File: src/rtl/boundary_scan_register.sv
// Boundary-scan register: BSR_LEN data cells plus one output-enable control cell, with pad mode muxing.
// Latency: scan_in reaches scan_out after BSR_LEN+1 qualified shifts; an update reaches the pads one edge later.
// Backpressure: none; every state change is qualified only by bsc_tck_enable and the TAP strobes.
module boundary_scan_register #(
  parameter int unsigned          BSR_LEN       = 8,
  parameter logic [BSR_LEN-1:0]   BSR_RES_VAL   = '0,
  parameter logic                 CTRL_RES_VAL  = 1'b0,
  parameter logic                 STRICT_UPDATE = 1'b1,
  localparam int unsigned         CNT_W         = $clog2(BSR_LEN + 2) + 1
) (
  input  logic               internal_clk,
  input  logic               bsc_reset_n,
  input  logic               bsc_tck_enable,
  input  logic               bsc_test_logic_reset,
  input  logic               bsc_capture,
  input  logic               bsc_shift_data,
  input  logic               bsc_update,
  input  logic [1:0]         bsc_mode,
  input  logic               bsc_scan_in,
  output logic               bsc_scan_out,
  input  logic [BSR_LEN-1:0] bsr_pin_in,
  input  logic [BSR_LEN-1:0] bsr_core_out,
  input  logic               bsr_core_oe,
  output logic [BSR_LEN-1:0] bsr_pin_out,
  output logic               bsr_pin_oe,
  output logic [CNT_W-1:0]   bsr_shift_cnt,
  output logic               bsr_update_err
);

  typedef enum logic [1:0] {
    MODE_FUNCTIONAL = 2'b00,
    MODE_EXTEST     = 2'b01,
    MODE_CLAMP      = 2'b10,
    MODE_HIGHZ      = 2'b11
  } bsc_mode_e;

  localparam logic [CNT_W-1:0] CNT_MAX  = '1;
  localparam logic [CNT_W-1:0] CNT_FULL = CNT_W'(BSR_LEN + 1);

  logic [BSR_LEN-1:0] shift_dat;
  logic               shift_ctrl;
  logic [BSR_LEN-1:0] hold_dat;
  logic               hold_ctrl;
  logic [CNT_W-1:0]   shift_cnt;
  logic               update_err;

  // Whole chain viewed as one vector: control cell on top, data[0] at the scan_out end.
  logic [BSR_LEN:0]   chain_cur;
  logic [BSR_LEN:0]   chain_shifted;
  logic               update_ok;

  // Chain shift and strict-length qualification of updates (uses the pre-edge count).
  always_comb begin
    chain_cur     = {shift_ctrl, shift_dat};
    chain_shifted = {bsc_scan_in, chain_cur[BSR_LEN:1]};
    update_ok     = !STRICT_UPDATE || (shift_cnt == CNT_FULL);
  end

  // Shift stage: logic reset beats shift, shift beats capture.
  always_ff @(posedge internal_clk) begin
    if (!bsc_reset_n) begin
      shift_dat  <= BSR_RES_VAL;
      shift_ctrl <= CTRL_RES_VAL;
    end else if (bsc_tck_enable) begin
      if (bsc_test_logic_reset) begin
        shift_dat  <= BSR_RES_VAL;
        shift_ctrl <= CTRL_RES_VAL;
      end else if (bsc_shift_data) begin
        {shift_ctrl, shift_dat} <= chain_shifted;
      end else if (bsc_capture) begin
        shift_dat  <= bsr_pin_in;
        shift_ctrl <= bsr_core_oe;
      end
    end
  end

  // Hold stage: takes the pre-edge shift stage on an accepted update.
  always_ff @(posedge internal_clk) begin
    if (!bsc_reset_n) begin
      hold_dat  <= BSR_RES_VAL;
      hold_ctrl <= CTRL_RES_VAL;
    end else if (bsc_tck_enable) begin
      if (bsc_test_logic_reset) begin
        hold_dat  <= BSR_RES_VAL;
        hold_ctrl <= CTRL_RES_VAL;
      end else if (bsc_update && update_ok) begin
        hold_dat  <= shift_dat;
        hold_ctrl <= shift_ctrl;
      end
    end
  end

  // Bits shifted since the last capture; saturates so long scans never wrap back to a valid length.
  always_ff @(posedge internal_clk) begin
    if (!bsc_reset_n) begin
      shift_cnt <= '0;
    end else if (bsc_tck_enable) begin
      if (bsc_test_logic_reset) begin
        shift_cnt <= '0;
      end else if (bsc_shift_data) begin
        if (shift_cnt != CNT_MAX) begin
          shift_cnt <= shift_cnt + CNT_W'(1);
        end
      end else if (bsc_capture) begin
        shift_cnt <= '0;
      end
    end
  end

  // Rejected-update pulse: re-evaluated every edge so it always clears after one cycle.
  always_ff @(posedge internal_clk) begin
    if (!bsc_reset_n) begin
      update_err <= 1'b0;
    end else begin
      update_err <= bsc_tck_enable && !bsc_test_logic_reset && bsc_update && !update_ok;
    end
  end

  // Pad mux: core path in functional mode, hold data otherwise with the mode choosing the enable.
  always_comb begin
    bsr_pin_out = hold_dat;
    bsr_pin_oe  = hold_ctrl;
    case (bsc_mode_e'(bsc_mode))
      MODE_FUNCTIONAL: begin
        bsr_pin_out = bsr_core_out;
        bsr_pin_oe  = bsr_core_oe;
      end
      MODE_EXTEST:     bsr_pin_oe = hold_ctrl;
      MODE_CLAMP:      bsr_pin_oe = 1'b1;
      MODE_HIGHZ:      bsr_pin_oe = 1'b0;
      default:         bsr_pin_oe = 1'b0;
    endcase
  end

  assign bsc_scan_out   = shift_dat[0];
  assign bsr_shift_cnt  = shift_cnt;
  assign bsr_update_err = update_err;

endmodule

File: config.mk
export PLATFORM = sky130hd
export DESIGN_NAME = boundary_scan_register
export DESIGN_NICKNAME = d
export VERILOG_FILES = /design/src/rtl/boundary_scan_register.sv
export SDC_FILE = /design/constraint.sdc
export NUM_CORES = 1
export LEC_CHECK = 0
export CORE_MARGIN = 8
export CORE_UTILIZATION = 36
export CTS_CLUSTER_DIAMETER = 100
export DETAILED_ROUTE_END_ITERATION = 16
export DONT_BUFFER_PORTS = 1
export SYNTH_ARGS = -nofsm -noshare
export SYNTH_HDL_FRONTEND = slang
export SYNTH_SLANG_ARGS = --single-unit
File: constraint.sdc
create_clock -name internal_clk -period 2.7 [get_ports internal_clk]
set_input_delay 0.81 -clock internal_clk [delete_from_list [all_inputs] [get_ports internal_clk]]
set_output_delay 0.81 -clock internal_clk [all_outputs]
set_load 0.01 [all_outputs]
After elaboration in Yosys (flattened, before gate mapping)
Index checks and enable logic that the tools add are counted.

Bits in registers: 24. Input bits: 27. Output and inout bits: 16. Word-level logic and storage cells: 41.

Add/sub/neg operators: 1. Equal/unequal tests: 6. Multiplexer cells: 16. Reductions and logical operators: 12.

Operators with widths (number): $mux 8 (6); $mux 5 (4); $add 5x1->5 const B (1); $eq 5x4->1 const B (1); $mux 1 (5); $ne 5x5->1 const B (1); $eq 2x2->1 const B (2); $logic_and 1x1->1 (4); $pmux 1 s4 (1); $reduce_and 2->1 (2); $ne 3x2->1 const B (1); $reduce_and 3->1 (1); $reduce_bool 3->1 (1); $eq 2x1->1 const B (1); $logic_not 1->1 (2); $logic_not 2->1 (1); $reduce_bool 2->1 (1).

Longest topological paths before layout
Depth in word-level cells: 4. Depth in mapped cells: 6.

Worst setup path after synthesis
No wires, ideal clock.

Kind: input to output. Start point: input bsc_mode[1]. End point: output bsr_pin_out[0]. Data arrival time: 1.467 ns. Path slack: 0.423 ns. Cell stages on the path: 2. Cell sequence: nor2_2 -> mux2_2.

Longest elaborated chain between the ends: 2.

RTL lines: start: declaration (RTL line 18) `input logic [1:0] bsc_mode,`; $logic_not 2->1 (RTL line 123) `case (bsc_mode_e'(bsc_mode))`; $mux 8 (RTL line 123); end: declaration (RTL line 24) `output logic [BSR_LEN-1:0] bsr_pin_out,`.

No other way between the ends.

Worst setup path after layout
Start point: input bsc_mode[1]. End point: output bsr_pin_out[4].

The elaborated chain is that of the path after synthesis.

==> impl_metrics.toml <==
[pwr]
clkPwrFrac_pct = 36.8
power.total_mw = 0.660
combinationalPowerShare_pct = 8.0
switching_power_mw = 0.145
leakage_nw = 0.480
swShare_pct = 21.9
ir_drop_mv = 0.166
seqPwrFrac_pct = 55.2
power_density_nw_per_um2 = 466
internal-power_mw = 0.515

[worst_setup_path]
regToRegEndpoint = "bsr_shift_cnt[3]$_SDFFE_PN0P_"
crit_slowest_cell = "mux2_2"
critical_path.cell_chain = "nor2_2 > buf_4 > mux2_2"
ff2ff_setup_slack_ns = 0.63
cpPeakStageDelay_ns = 0.38
startpoint_type = "primary input"
end_kind = "output port"
crit_buf_inv = 1
crit_family = "multiplexers"
criticalPathCategory = "primary input to output port"
reg2reg_depth = 6
cp_max_fo = 8
required_ns = 1.89
reg2reg_from = "bsr_shift_cnt[0]$_SDFFE_PN0P_"
crit_arrival_ns = 1.46

[global_routing]
grt_util_met3_pct = 4.55
grt_pass1_vias = 1178
track_usage_pct = 11.1
grt_pass1_wl_mm = 5.49
grtUsageMet1_pct = 11.9
grt_max_degree = 26
busiest_layer = "met2"
antenna_found_initial = 0
overflow = 0
met2_usage_pct = 18.9

[sta]
maxSlewHeadroom_pct = 72.1
setup_slack_ns = 0.432
fin_tns_setup_ns = 0
worst-slew-pin-transition_ns = 0.419
fin_crit_sh_pct = 84.0
slew_viol_final = 0
rsz0062_at_grt = "false"
holdWs_ns = 0.480
setup_viol = 0
post-route-min-period_ns = 2.27
hold_viol = 0
fmax_mhz = 441
clock_skew_ns = 0.00381

[synthesis]
synth_top_area_cell = "dfxtp_1"
ys.flop_type = "dfxtp_1"
synth-async-reset-ratio_pct = 0
synthesis.area_um2 = 1340
synth_area_leaders = "dfxtp_1 36%, nand3_1 7.1%, mux2i_1 6.7%, mux2_2 6.7%, nand3b_1 5.0%"
synthDistinctLibCells = 35
syn_inst = 151
synth_top_area_share_pct = 35.9
syn_nets = 181
synth_edf_count = 0
synth_area_per_cell_um2 = 8.87
synth-seq-area-share_pct = 35.9
ys_ff_latch = 24
ys.warnings.count = 0

[hold_path]
hold_end = "shift_dat[2]$_SDFFE_PN0P_"
min_path_type = "register to register"
hp-start = "shift_dat[2]$_SDFFE_PN0P_"
whs_path_depth = 2

[floorplan]
coreArea_um2 = 3630
pin_count = 43
dieArea_um2 = 5930
fp.dieH_um = 77.0
start_util_pct = 36.9
fp.dieW_um = 77.0
row_count = 22

[clock_network]
numCtsBuffers = 3
cts_root_buffer = "clkbuf_8"
tritoncts = "yes"
post_cts_resized = 0
cts_hold_buf = 0
path_clk_slew_ns = 0.08
cts_setup_buffers = 0
cts_buffer_depth = 2
clock_sinks = 24
clkLatencyLatePin_ns = 0.27
htreeDepth = 1

[detailed_routing]
dr.pass1.iters = 4
drtIter0Drc = 60
routedWlPerCell_um = 17.0
drc_errors = 0
vias_per_cell = 5.67
drtAntennaViolNets = 0
vias = 1095
wirelength_mm = 3.29

[outcome]
status = "complete, no violations"

[layout]
area_growth_pct = 5.60
final_common_cell = "dfxtp_1"
design_area_um2 = 1420
layout.nets = 176
mostFrequentLayoutCells = "24 x dfxtp_1, 19 x nand3_1, 13 x nand2_1, 11 x a21oi_1"
n_antenna_cell = 0
drive_above_1_share_pct = 14.5
n_fill_cell = 380

[place]
place_area_um2 = 1360
gp_congestion = 0.757
hpwl_mm = 2.54
pre_cts_slack_ns = 0.415
port_buffers = 0

[run]
cap_violations = 0
-- area by class of cell --
type / instances / area, um^2 / share of cell area [%]
clock buffer: 4 / 55.1 / 3.89
inverter: 3 / 11.3 / 0.796
multi-input combinational: 112 / 793 / 56.1
sequential: 24 / 480 / 34.0
tap: 48 / 60.1 / 4.24
timing repair buffer: 2 / 15.0 / 1.06
-- synth_stat cells, types with 2 or more instances --
| library cell | instances |
|---|---|
| inv_1 | 2 |
| nor2b_1 | 3 |
| o211ai_1 | 9 |
| dfxtp_1 | 24 |
| mux2i_1 | 9 |
| a21oi_1 | 11 |
| and4bb_2 | 2 |
| mux2_2 | 8 |
| clkbuf_1 | 7 |
| nand3_1 | 19 |
| nand2_1 | 13 |
| ha_1 | 3 |
| buf_2 | 3 |
| or3_1 | 9 |
| nand3b_1 | 9 |
-- cells by family after synthesis --
group | share of synthesized area (%)
compound gates | 14.8
fa+ha+maj | 2.80
buf+inv | 5.32
flops | 35.9
mux | 13.4
simple gates | 27.7
-- registers in the layout (all words and copies together) (netlist names) --
| signal | flops |
|---|---|
| shift_ctrl | 1 |
| hold_ctrl | 1 |
| bsr_update_err | 1 |
| hold_dat | 8 |
| bsr_shift_cnt | 5 |
| shift_dat | 8 |
-- how the worst max path moves through the flow --
| stage | startpoint | end | cells past startpoint |
|---|---|---|---|
| finish | bsc_mode[1] | bsr_pin_out[4] | 3 |
| CTS | bsc_mode[1] | bsr_pin_out[4] | 3 |
| global placement | bsc_mode[1] | bsr_pin_out[4] | 3 |
| global route | bsc_mode[1] | bsr_pin_out[4] | 3 |
| floorplan | bsc_mode[1] | bsr_pin_out[0] | 2 |
| detailed placement | bsc_mode[1] | bsr_pin_out[4] | 3 |
-- tightest hold or removal path, cell delays in order, from the launching register on --
cell and delay [ns]:
dfxtp_1 0.33, nand2_1 0.06, a21oi_1 0.05
-- power groups by stage --
stage	Clock [mW]	Sequential, mW	Combinational, mW
2_1_floorplan	0	0.371	0.0570
3_3_place_gp	0	0.373	0.0526
3_5_place_dp	0	0.373	0.0537
4_1_cts	0.251	0.364	0.0540
5_1_grt	0.266	0.365	0.0590
6_report	0.243	0.364	0.0531
-- layer usage --
metal  vias to the layer above  part of all wire [%]  routed length, um
met1                       515                    42               1380
met5                         -                     0                  0
met3                         5                   9.1                298
met4                         0                   1.6                 51
met2                        31                    47               1560
li1                        544                     -                  -
-- stage by stage --
step,std cells,util (%)
floorplan,151,-
global placement,189,37.4
detailed placement,189,37.4
CTS,193,38.9
global route,193,38.9
finish,193,38.9
Note: power is estimated with default switching activity, not from simulation.
==> variant 1: new RTL, same settings <==
Change the parameter `STRICT_UPDATE` from 1'b1 to 1'b0.
--- a/src/rtl/boundary_scan_register.sv
+++ b/src/rtl/boundary_scan_register.sv
@@ -7,3 +7,3 @@
   parameter logic                 CTRL_RES_VAL  = 1'b0,
-  parameter logic                 STRICT_UPDATE = 1'b1,
+  parameter logic                 STRICT_UPDATE = 1'b0,
   localparam int unsigned         CNT_W         = $clog2(BSR_LEN + 2) + 1
Formal check against the unedited RTL: not equivalent (Yosys sat finds a counterexample within 4 cycles, from zero or initial values and one cycle with bsc_reset_n low).
==> variant 1 against the unedited design <==
First-iteration DRC count is 1.7% higher; register-to-register slack improved by 0.12 ns; setup slack improved by 0.012 ns; power is 14% lower; design area is 8.2% lower; sequential cell count fell by 1; area after synthesis shrank 7.3%; routed wire length shrank 14%; critical endpoint is now bsr_pin_out[1].
==> variant 1: results (changes against the unedited design) <==
Status
  – Outcome: finished clean

Pwr
  – Worst VDD drop: 0.000122 V (-26%)
  – Leak: 0.000485 uW (+1.0%)

Global route
  – First-pass GRT wire length: 4230 um (-23%)
  – Largest net degree at the start of global routing: 27 (+3.8%)
  – Initial antenna violation count: 0 (unchanged)
  – Vias in the first global route: 870 (-26%)
  – GRT Overall Usage: 0.0986 (-0.0123)

STA
  – Final hold violation count: 0 (unchanged)
  – Actual slew at the worst max-slew pin: 0.582 ns (+0.163 ns)
  – Setup Skew: 0.00531 ns (+0.00150 ns)
  – Final worst slack: 0.444 ns (+0.0121 ns)

Placement
  – RePlAce Congestion: 0.744 (-1.7%)
  – Port Buf Inserts: 0 (unchanged)
  – Pre-CTS WS: 0.433 ns (+0.0181 ns)
  – Final HPWL DP: 2170 um (-14%)

Final layout
  – Filler instances: 340 (-11%)
  – Share of cells above drive strength 1: 0.121 (-0.0236)

Synthesis
  – Commonest cells in the netlist: 23 x dfxtp_1, 21 x nand2_1, 17 x a21boi_0
  – Synth unique cells: 33 (-5.7%)
  – Area contributors post-synth: dfxtp_1 37%, a21boi_0 10%, mux2i_1 8.9%
  – Post-synth net total: 164 (-9.4%)
  – Register area share after synthesis: 0.371 (+0.0121)

Route
  – Metal3 WL: 297 um (-0.34%)
  – Total wire length: 2830 um (-14%)
  – DR iter-0 viols: 61 (+1.7%)
  – M1 wire length: 1110 um (-19%)
  – WL met2: 1380 um (-11%)
  – Vias per inst: 5.37 (-5.4%)

Clocking
  – Clock transition at path regs: 0.13 ns (+0.05 ns)
  – Worst-skew pair later-pin latency: 0.31 ns (+0.04 ns)
  – CTS root buf: clkbuf_4

Min path
  – Worst hold path type: reg -> reg

Critical path
  – R2R setup slack: 0.75 ns (+0.12 ns)
  – Critical Path AT: 1.45 ns
[variant 1: worst max-delay path, stage by stage]
cell    delay, ns
nor2_1       0.09
buf_4        0.17
mux2_2       0.38
[variant 1: final cells by class]
| cell class | instances | area [um^2] | area share |
|---|---|---|---|
| Clock buffer | 4 | 26.3 | 0.0202 |
| Inverter | 1 | 3.75 | 0.00289 |
| Multi-Input combinational cell | 102 | 736 | 0.566 |
| Sequential cell | 23 | 460 | 0.355 |
| Tap cell | 46 | 57.6 | 0.0443 |
| Timing Repair Buffer | 2 | 15.0 | 0.0116 |
[variant 1: routing by layer]
metal / vias up / global-route usage
li1: 479 / -
met2: 32 / 0.162
met4: 0 / 0.0522
met1: 442 / 0.108
met5: - / 0
met3: 2 / 0.0373
[variant 1: cell families (layout without fill, tap and decap cells)]
logic type      count (synthesis)  in the layout  synth area share
compound gates                 30             30             0.190
simple gates                   50             50             0.218
flops                          23             23             0.371
mux                            19             19             0.161
buf+inv                        10              7            0.0372
other cells                     1              1           0.00302
fa+ha+maj                       2              2            0.0201
[variant 1: worst paths after layout]
check | to | from
setup reg to reg | bsr_shift_cnt[3]$_SDFFE_PN0P_ | bsr_shift_cnt[0]$_SDFFE_PN0P_
hold / removal | hold_dat[4]$_SDFFE_PN0P_ | hold_dat[4]$_SDFFE_PN0P_
setup / recovery | bsr_pin_out[1] | bsc_mode[0]
hold reg to reg | hold_dat[4]$_SDFFE_PN0P_ | hold_dat[4]$_SDFFE_PN0P_
[variant 1: through the flow]
step,power [uW],cells,util,cell area (um^2),hold slack (ns)
floorplan,416,135,-,1240,0.438
global placement,414,174,0.381,1270,0.452
detailed placement,416,174,0.381,1270,0.464
CTS,575,178,0.389,1300,0.481
global route,595,178,0.389,1300,0.504
finish,569,178,0.389,1300,0.475
[variant 1: power by group]
group          switching, uW  total [uW]  leakage (uW)  internal, uW
clock network            103         161     0.0000150          57.6
logic                   26.7        57.4      0.000284          30.7
registers               5.67         351      0.000186           345
==> variant 2: new RTL, same flow settings <==
Without the edit above. Register the output `bsr_update_err` once more; this adds one clock of latency there. The other outputs are not delayed to match.
--- a/src/rtl/boundary_scan_register.sv
+++ b/src/rtl/boundary_scan_register.sv
@@ -136,3 +136,5 @@
   assign bsr_shift_cnt  = shift_cnt;
-  assign bsr_update_err = update_err;
+  always_ff @(posedge internal_clk) begin
+    bsr_update_err <= update_err;
+  end
 
Formal check against the unedited RTL: not equivalent (a bounded check fails within 4 cycles, from zero or initial values and one cycle with bsc_reset_n low).
==> variant 2 against the unedited design <==
Sequential cell count is 1 higher; design area is 0.71% higher; die area is 1.2% higher; sequential share of layout area is 1.2 points higher; via count is 4.5% higher; setup slack better by 0.0041 ns; utilization hardly changed; routed wire length is 8.6% higher; sequential power is 4% higher; clock power is 9.9% lower; critical path depth stayed put; power is 1.2% lower; area after synthesis is 1.5% higher; synthesized cell count is 0.66% higher.
==> variant 2: results (changes against the unedited design) <==
STA
  – Setup Skew: 0.000821 ns (-0.00299 ns)
  – Worst hold margin: 0.332 ns (-0.148 ns)
  – Rel. slew slack: 0.707 (-0.0132)

Synthesis
  – Portion of netlist area occupied by mux cells: 0.132 (-0.00198)
  – Post-Synth Adder-Cell Area: 0.0276 (-0.000412)
  – XOR/XNOR Fraction of Synth Area: 0 (unchanged)
  – Area contributors post-synth: dfxtp_1 37%, nand3_1 7.0%, mux2i_1 6.6%
  – Commonest cells in the netlist: 25 x dfxtp_1, 19 x nand3_1, 13 x nand2_1
  – Compound-Gate Fraction of Synth Area: 0.146 (-0.00219)
  – Register area share after synthesis: 0.368 (+0.00944)

Status
  – Outcome: finished clean

Clocking
  – Max clock buf depth: 2 (unchanged)
  – Clock H-tree levels: 1 (unchanged)

Route
  – Wire per inst: 18.4 um (+8.0%)
  – DR iter-0 viols: 85 (+42%)

Placement
  – Port Buf Inserts: 0 (unchanged)
  – RePlAce Congestion: 0.700 (-7.5%)
  – Final HPWL DP: 2710 um (+6.7%)

Pwr
  – Leak: 0.000482 uW (+0.44%)
  – Worst VDD drop: 0.000222 V (+34%)

Final layout
  – Filler instances: 378 (-0.53%)
  – Share of cells above drive strength 1: 0.137 (-0.00784)
  – Nets: 177 (+0.57%)

Min path
  – Hold Path Depth: 0 (-2)
  – Worst Hold End: bsr_update_err$_DFF_P_
  – Hold Crit Start: update_err$_SDFF_PN0_

Global route
  – First-pass GRT wire length: 5870 um (+6.9%)
  – Initial antenna violation count: 0 (unchanged)
  – Vias in the first global route: 1,166 (-1.0%)
  – GRT Overall Usage: 0.118 (+0.00731)

Critical path
  – R2R setup slack: 0.60 ns (-0.03 ns)
  – FF-to-FF End: bsr_shift_cnt[3]$_SDFFE_PN0P_
## variant 2: cell count changes after synthesis
| cell | before | now |
|---|---|---|
| dfxtp_1 | 24 | 25 |
## variant 2: metrics by stage
step	instance area (um^2)	setup WS (ns)	std cells	power [uW]
final	1430	0.436	194	652
after global routing	1430	0.408	194	690
after CTS	1430	0.421	194	659
after detailed placement	1380	0.417	190	443
after global placement	1380	0.404	190	441
after floorplan	1360	0.423	152	444
## variant 2: area by class of cell
type	instances	area [um^2]	share of cell area
flip-flops and latches	25	500	0.351
clock buffers	4	45.0	0.0316
inverters	3	11.3	0.00790
multi-input cells	112	793	0.557
repair buffers	2	15.0	0.0105
well taps	48	60.1	0.0421
## variant 2: worst max-delay path: stages
cell,delay (ns)
nor2_2,0.08
buf_4,0.17
mux2_2,0.38
## variant 2: kinds of logic after synthesis
group                      Yosys count
adders and majority gates            3
AOI/OAI and AO/OA                   29
buffers and inverters               15
muxes                               17
DFF                                 25
and+or+nand+nor                     63
## variant 2: how the worst max path moves through the flow
| stage | cells after the start | start | endpoint | slack [ns] |
|---|---|---|---|---|
| 2_1_floorplan | 2 | bsc_mode[1] | bsr_pin_out[0] | 0.42 |
| 3_3_place_gp | 3 | bsc_mode[1] | bsr_pin_out[7] | 0.40 |
| 3_5_place_dp | 3 | bsc_mode[1] | bsr_pin_out[2] | 0.42 |
| 4_1_cts | 3 | bsc_mode[1] | bsr_pin_out[2] | 0.42 |
| 5_1_grt | 3 | bsc_mode[1] | bsr_pin_out[3] | 0.41 |
| 6_report | 3 | bsc_mode[1] | bsr_pin_out[2] | 0.44 |
## variant 2: metal layers
layer  vias to the layer above  GRT usage  wire length, um
li1                        551          -                -
met1                       559      0.122             1390
met2                        32      0.219             1920
met3                         2     0.0518              247
met4                         0     0.0170               14
met5                         -          0                0
## variant 2: report_power, final
group	leakage [uW]	internal (uW)	switching, uW
combinational	0.000257	26.5	27.6
sequential	0.000202	374	5.76
clock	0.0000228	105	113
